**src/rtl/regfile_write_arbiter_pkg.sv**
```systemverilog
// Shared types and default sizes for the register-file write arbiter.
// Imported by the arbiter top and its round-robin picker.
package regfile_write_arbiter_pkg;

  typedef enum logic {
    ARB    = 1'b0,
    LOCKED = 1'b1
  } arb_state_e;

  localparam int DEF_NUM_REQ    = 4;
  localparam int DEF_ADDR_WIDTH = 5;
  localparam int DEF_DATA_WIDTH = 32;
  localparam int DEF_BURST_MAX  = 4;

endpackage

```
**src/rtl/regfile_write_arbiter_rr_pick.sv**
```systemverilog
// Round-robin picker: first set request at or after ptr, wrapping.
// Produces a one-hot-or-zero grant vector.
module rr_pick
  import regfile_write_arbiter_pkg::*;
#(
  parameter int N  = DEF_NUM_REQ,
  parameter int PW = 2
) (
  input  logic [N-1:0]  req,
  input  logic [PW-1:0] ptr,
  output logic [N-1:0]  gnt
);

  logic          found;
  logic [PW-1:0] idx;

  always_comb begin
    gnt   = '0;
    found = 1'b0;
    idx   = '0;
    for (int k = 0; k < N; k++) begin
      idx = PW'((int'(ptr) + k) % N);
      if (!found && req[idx]) begin
        gnt[idx] = 1'b1;
        found    = 1'b1;
      end
    end
  end

endmodule

```
**src/rtl/regfile_write_arbiter.sv**
```systemverilog
// Arbitrates N write requesters onto one register-file write port,
// with round-robin fairness and bounded burst locking.
module regfile_write_arbiter
  import regfile_write_arbiter_pkg::*;
#(
  parameter int NUM_REQ    = DEF_NUM_REQ,
  parameter int ADDR_WIDTH = DEF_ADDR_WIDTH,
  parameter int DATA_WIDTH = DEF_DATA_WIDTH,
  parameter int BURST_MAX  = DEF_BURST_MAX,
  localparam int PW = (NUM_REQ > 1) ? $clog2(NUM_REQ) : 1
) (
  input  logic                          clk,
  input  logic                          rst_n,
  input  logic [NUM_REQ-1:0]            req_valid,
  input  logic [NUM_REQ-1:0]            req_lock,
  input  logic [NUM_REQ*ADDR_WIDTH-1:0] req_addr,
  input  logic [NUM_REQ*DATA_WIDTH-1:0] req_data,
  output logic [NUM_REQ-1:0]            req_ready,
  input  logic                          hold,
  output logic                          wr_enable,
  output logic [ADDR_WIDTH-1:0]         wr_address,
  output logic [DATA_WIDTH-1:0]         wr_data,
  output logic [PW-1:0]                 grant_id
);

  localparam int BW = $clog2(BURST_MAX + 1);

  arb_state_e      state_q, state_d;
  logic [PW-1:0]   rr_ptr_q, rr_ptr_d;
  logic [PW-1:0]   owner_q, owner_d;
  logic [BW-1:0]   burst_cnt_q, burst_cnt_d;
  logic [BW-1:0]   cnt_inc;
  logic            wr_enable_q, wr_enable_d;
  logic [ADDR_WIDTH-1:0] wr_address_q, wr_address_d;
  logic [DATA_WIDTH-1:0] wr_data_q, wr_data_d;
  logic [PW-1:0]   grant_id_q, grant_id_d;

  logic [NUM_REQ-1:0] arb_gnt;
  logic               locked_live;
  logic               xfer;
  logic [PW-1:0]      gnt_idx;
  logic [ADDR_WIDTH-1:0] sel_addr;

  function automatic logic [PW-1:0] wrap_inc(input logic [PW-1:0] v);
    return (int'(v) == NUM_REQ - 1) ? '0 : v + 1'b1;
  endfunction

  // rr_ptr always sits at owner+1 while locked, so one picker serves both
  rr_pick #(.N(NUM_REQ), .PW(PW)) u_pick (
    .req (req_valid),
    .ptr (rr_ptr_q),
    .gnt (arb_gnt)
  );

  always_comb begin
    locked_live = (state_q == LOCKED) && req_valid[owner_q];
    req_ready   = '0;
    if (rst_n && !hold) begin
      if (locked_live) req_ready[owner_q] = 1'b1;
      else             req_ready = arb_gnt;
    end
    xfer    = |(req_valid & req_ready);
    gnt_idx = '0;
    for (int i = 0; i < NUM_REQ; i++) begin
      if (req_ready[i]) gnt_idx = PW'(i);
    end
    sel_addr = req_addr[gnt_idx*ADDR_WIDTH +: ADDR_WIDTH];
    cnt_inc  = burst_cnt_q + 1'b1;

    state_d     = state_q;
    rr_ptr_d    = rr_ptr_q;
    owner_d     = owner_q;
    burst_cnt_d = burst_cnt_q;
    if (!hold) begin
      if (locked_live) begin
        rr_ptr_d = wrap_inc(owner_q);
        if (!req_lock[owner_q] || int'(cnt_inc) >= BURST_MAX) begin
          state_d     = ARB;
          burst_cnt_d = '0;
        end else begin
          burst_cnt_d = cnt_inc;
        end
      end else begin
        state_d     = ARB;
        burst_cnt_d = '0;
        if (xfer) begin
          rr_ptr_d = wrap_inc(gnt_idx);
          if (req_lock[gnt_idx] && BURST_MAX > 1) begin
            state_d     = LOCKED;
            owner_d     = gnt_idx;
            burst_cnt_d = BW'(1);
          end
        end
      end
    end

    wr_enable_d  = xfer && (sel_addr != '0);
    wr_address_d = wr_address_q;
    wr_data_d    = wr_data_q;
    grant_id_d   = grant_id_q;
    if (xfer) begin
      wr_address_d = sel_addr;
      wr_data_d    = req_data[gnt_idx*DATA_WIDTH +: DATA_WIDTH];
      grant_id_d   = gnt_idx;
    end
  end

  always_ff @(posedge clk or negedge rst_n) begin
    if (!rst_n) begin
      state_q      <= ARB;
      rr_ptr_q     <= '0;
      owner_q      <= '0;
      burst_cnt_q  <= '0;
      wr_enable_q  <= 1'b0;
      wr_address_q <= '0;
      wr_data_q    <= '0;
      grant_id_q   <= '0;
    end else begin
      state_q      <= state_d;
      rr_ptr_q     <= rr_ptr_d;
      owner_q      <= owner_d;
      burst_cnt_q  <= burst_cnt_d;
      wr_enable_q  <= wr_enable_d;
      wr_address_q <= wr_address_d;
      wr_data_q    <= wr_data_d;
      grant_id_q   <= grant_id_d;
    end
  end

  assign wr_enable  = wr_enable_q;
  assign wr_address = wr_address_q;
  assign wr_data    = wr_data_q;
  assign grant_id   = grant_id_q;

endmodule

```
**config.mk**
```make
export PLATFORM = sky130hd
export DESIGN_NAME = regfile_write_arbiter
export DESIGN_NICKNAME = d
export VERILOG_FILES = /design/src/rtl/regfile_write_arbiter_pkg.sv /design/src/rtl/regfile_write_arbiter_rr_pick.sv /design/src/rtl/regfile_write_arbiter.sv
export SDC_FILE = /design/constraint.sdc
export NUM_CORES = 1
export LEC_CHECK = 0
export CORE_MARGIN = 2
export CORE_UTILIZATION = 42
export DETAILED_ROUTE_END_ITERATION = 8
export MAX_ROUTING_LAYER = met4
export PLACE_DENSITY = 0.95
export SYNTH_ARGS = -nofsm -noshare
export SYNTH_HDL_FRONTEND = slang
export SYNTH_HIERARCHICAL = 1
export SYNTH_SLANG_ARGS = --single-unit
```
**constraint.sdc**
```tcl
create_clock -name clk -period 6.1 [get_ports clk]
set_input_delay 0.61 -clock clk [delete_from_list [all_inputs] [get_ports clk]]
set_output_delay 0.61 -clock clk [all_outputs]
set_load 0.005 [all_outputs]
```
==> impl_results.md <==
* VDD IR max at 0.150 mV
* Worst R2R Setup Slack at 1.64 ns
* Multiplexer area fraction after synthesis at 12.9%
* Synth Register Bits at 48
* Post-CTS setup buffer count at 0
* DR WL/cell at 16.9 um
* Tot Pwr at roughly 1.9 mW
* CP startpoint: req_valid[3]
* Register Area at 1200 um^2
* Worst hold path type: primary input to asynchronous set/reset pin
* Pwr/cell area at 338 nW/um^2
* DRC at 0
* Synth Instances at about 430
* Ant. Diodes at 0
* Worst setup SP type: primary input
* Max-slew violations at 0
* Max Fanout on Critical Path at 46
* Simple-Gate Fraction of Synth Area at 16.4%
* RSZ-0062 raised after global routing: false
* Htree depth at 2
* Chip height at between 90 and 100 um
* CTS Hold Bufs at 0
* Final wirelength at 12100 um
* Count of final hold-check violations at 0
* Clock tree sinks at 48
* Largest family of logic cells by synthesized area: compound AO/OA/AOI/OAI gates
* Gr usage total at 25.8%
* Root Driver: clkbuf_8
* First-pass GRT wire length at 17900 um
* DP Worst Slack at 1.37 ns
* Share of layout cells above drive strength 1 at 5.59%
* Via Count at 3947
* Starting DRT DRC Count at 186
* Die width at 96.2 um
* I/O Buffers at 202
* Worst-path cell chain: clkdlybuf4s50_1 > mux4_2 > nor4b_4 > nand2_1 > o211ai_1 > nand2_1 > mux2_4 > inv_4 > clkdlybuf4s50_1
* Largest net degree at the start of global routing at 58
* Synth warnings at 6
* NumNets Final at 777
* Largest stage delay, worst path at 0.64 ns
* Post-synthesis average cell area at 8.38 um^2
* Adder-cell area share of the yosys netlist at roughly 3.9%
* Bufs on Longest Clock Path at 2
* Status: finished clean
* Antenna viol nets, final at 0
* CP max-delay cell: mux4_2
* CP endpoint: req_ready[3]
* Final period util at between 70% and 80%
* Initial Utilization at 43.4%
* Relative slew slack at 25.7%
* Final setup viols at 0
* R2R cell count at 14
* Setup TNS at 0 ns
* Post-CTS sizing at 0
* Drt first pass iters at 4
* Buffers and inverters on the worst path at 3
* Worst skew pair latency at 0.29 ns
* R2r endpoint: rr_ptr_q[1]
* Initial antenna violation count at 0
* Via density at between 5 and 6
* Highest clock rate at 214 MHz
* Minimum clock period at 4.67 ns
* Leakage Power at 2.24 nW
* TritonCTS clock tree: yes
* Vias in the first global route at 3779
* Die ar. at 9250 um^2
* Worst-path clk slew at 0.09 ns
* Compound-cell area share of the yosys netlist at 26.3%
* Worst setup EP type: primary output
* Fillers at 633
* Inserted Clock Buffers at 5
* Worst Path Required at 5.49 ns
* Synth Cell Area at around 3600 um^2
* Worst slew pin tran at 1.09 ns
* Launch point of the worst reg-to-reg path: rr_ptr_q[0]
* Post-Syn Nets at 596
* Maxcap violations at 0
* GRT overflow at 0
* Placer Congestion at 0.971
* Rows at 33
* Critical Path Stages at 9
* CP Class: primary input to primary output
* Seq/Total Area, Yosys at between 30% and 40%
* Core area at a little over 8000 um^2
* Yosys cell types at 42
* Final WS setup at approximately 1.4 ns
* Multi-input logic area at 2150 um^2
* HPWL Detailed at 9500 um
* XOR/XNOR share of the synthesized area at 0.245%
* Layout area overhead at 59.0%
* Crit path arrival time at 4.06 ns
* Top Family by Delay on Critical Path: buffers and inverters
* Worst Skew at roughly 0.0083 ns
* IO Count at just over 200
[report_power, final]
part | leakage (nW) | internal (mW) | switching [mW]
logic | 1.60 | 0.601 | 0.565
clock network | 0.0434 | 0.0919 | 0.108
registers | 0.598 | 0.460 | 0.0947
total | 2.24 | 1.15 | 0.768
[state kept, by name, summed over array words and instances, names as in the netlist]
signal	flops
burst_cnt_q	3
grant_id	2
owner_q	2
rr_ptr_q	2
state_q	1
wr_address	5
wr_data	32
wr_enable	1
[routing by layer]
metal / up-vias / global-route usage (%) / part of all wire, %
met5: - / - / 0
met4: 0 / 8.33 / 2.5
met3: 24 / 5.32 / 7.1
met2: 175 / 45.5 / 53
met1: 1847 / 29.3 / 38
li1: 1901 / - / -
[cells in the mapped netlist, drive strengths merged]
library cell | count | share of area [%]
a211oi | 22 | 4.6
a21o | 4 | 0.98
a21oi | 36 | 5.2
a22oi | 1 | 0.21
a31oi | 2 | 0.35
a41oi | 1 | 0.25
and2 | 1 | 0.18
and4b | 1 | 0.28
buf | 19 | 3.8
clkbuf | 13 | 1.4
dfrtp | 48 | 34
ha | 11 | 3.9
inv | 13 | 1.4
mux2 | 4 | 1.6
mux2i | 28 | 8.0
mux4 | 5 | 3.4
nand2 | 68 | 7.2
nand2b | 5 | 0.88
nand3 | 15 | 2.1
nand4b | 1 | 0.42
nor2 | 34 | 3.6
nor2b | 3 | 0.53
nor3 | 4 | 0.56
nor4b | 1 | 0.67
o2111ai | 1 | 0.74
o211ai | 4 | 0.84
o21ai | 59 | 8.3
o221ai | 13 | 3.2
o22a | 2 | 0.49
o22ai | 6 | 1.2
xnor2 | 1 | 0.25
[layout by cell type (no fill, tap or decap), types with 3 or more instances in the layout]
master           count
o211ai_1             4
a21o_2               4
a211oi_1            22
inv_1               12
mux2_4               3
buf_4                4
clkbuf_8             6
o221ai_1            13
nor3_1               4
o21ai_1             34
nand2b_1             5
nor2_1              34
nand3_1             15
dfrtp_1             48
clkdlybuf4s50_1    201
o21ai_0             25
nor2b_1              3
mux2i_1             26
o22ai_1              5
ha_1                11
a21oi_1             35
nand2_1             67
mux4_2               3
[kinds of logic (layout without fill, tap and decap cells)]
family,after synthesis,after routing
compound gates,151,151
xor+xnor,1,1
fa+ha+maj,11,11
buf+inv,45,227
flops,48,48
mux,37,37
simple gates,133,133
[through the flow]
| stage | hold slack (ns) | area [um^2] | instances | util, % |
|---|---|---|---|---|
| 2_1_floorplan | 0.314 | 3570 | 426 | - |
| 3_3_place_gp | 0.463 | 5580 | 705 | 67.9 |
| 3_5_place_dp | 0.469 | 5580 | 705 | 67.9 |
| 4_1_cts | 0.431 | 5670 | 713 | 69.1 |
| 5_1_grt | 0.462 | 5670 | 713 | 69.1 |
| 6_report | 0.402 | 5670 | 713 | 69.1 |
[area by class of cell]
class                   instances  area share, %
clock buffers                   6           1.46
repair buffers                206           36.1
well taps                     105           2.32
clock inverters                 2          0.265
multi-input cells             333           37.8
flip-flops and latches         48           21.2
inverters                      13          0.904
[worst min-delay path by stage]
stage	start	endpoint	slack, ns	cells past startpoint
2_1_floorplan	rst_n	burst_cnt_q[0]	0.31	0
3_3_place_gp	wr_data[0]	wr_data[0]	0.46	2
3_5_place_dp	wr_data[0]	wr_data[0]	0.47	2
4_1_cts	rst_n	burst_cnt_q[1]	0.43	2
5_1_grt	rst_n	burst_cnt_q[0]	0.46	2
6_report	rst_n	burst_cnt_q[1]	0.40	2
Note: power is estimated with default switching activity, not from simulation.
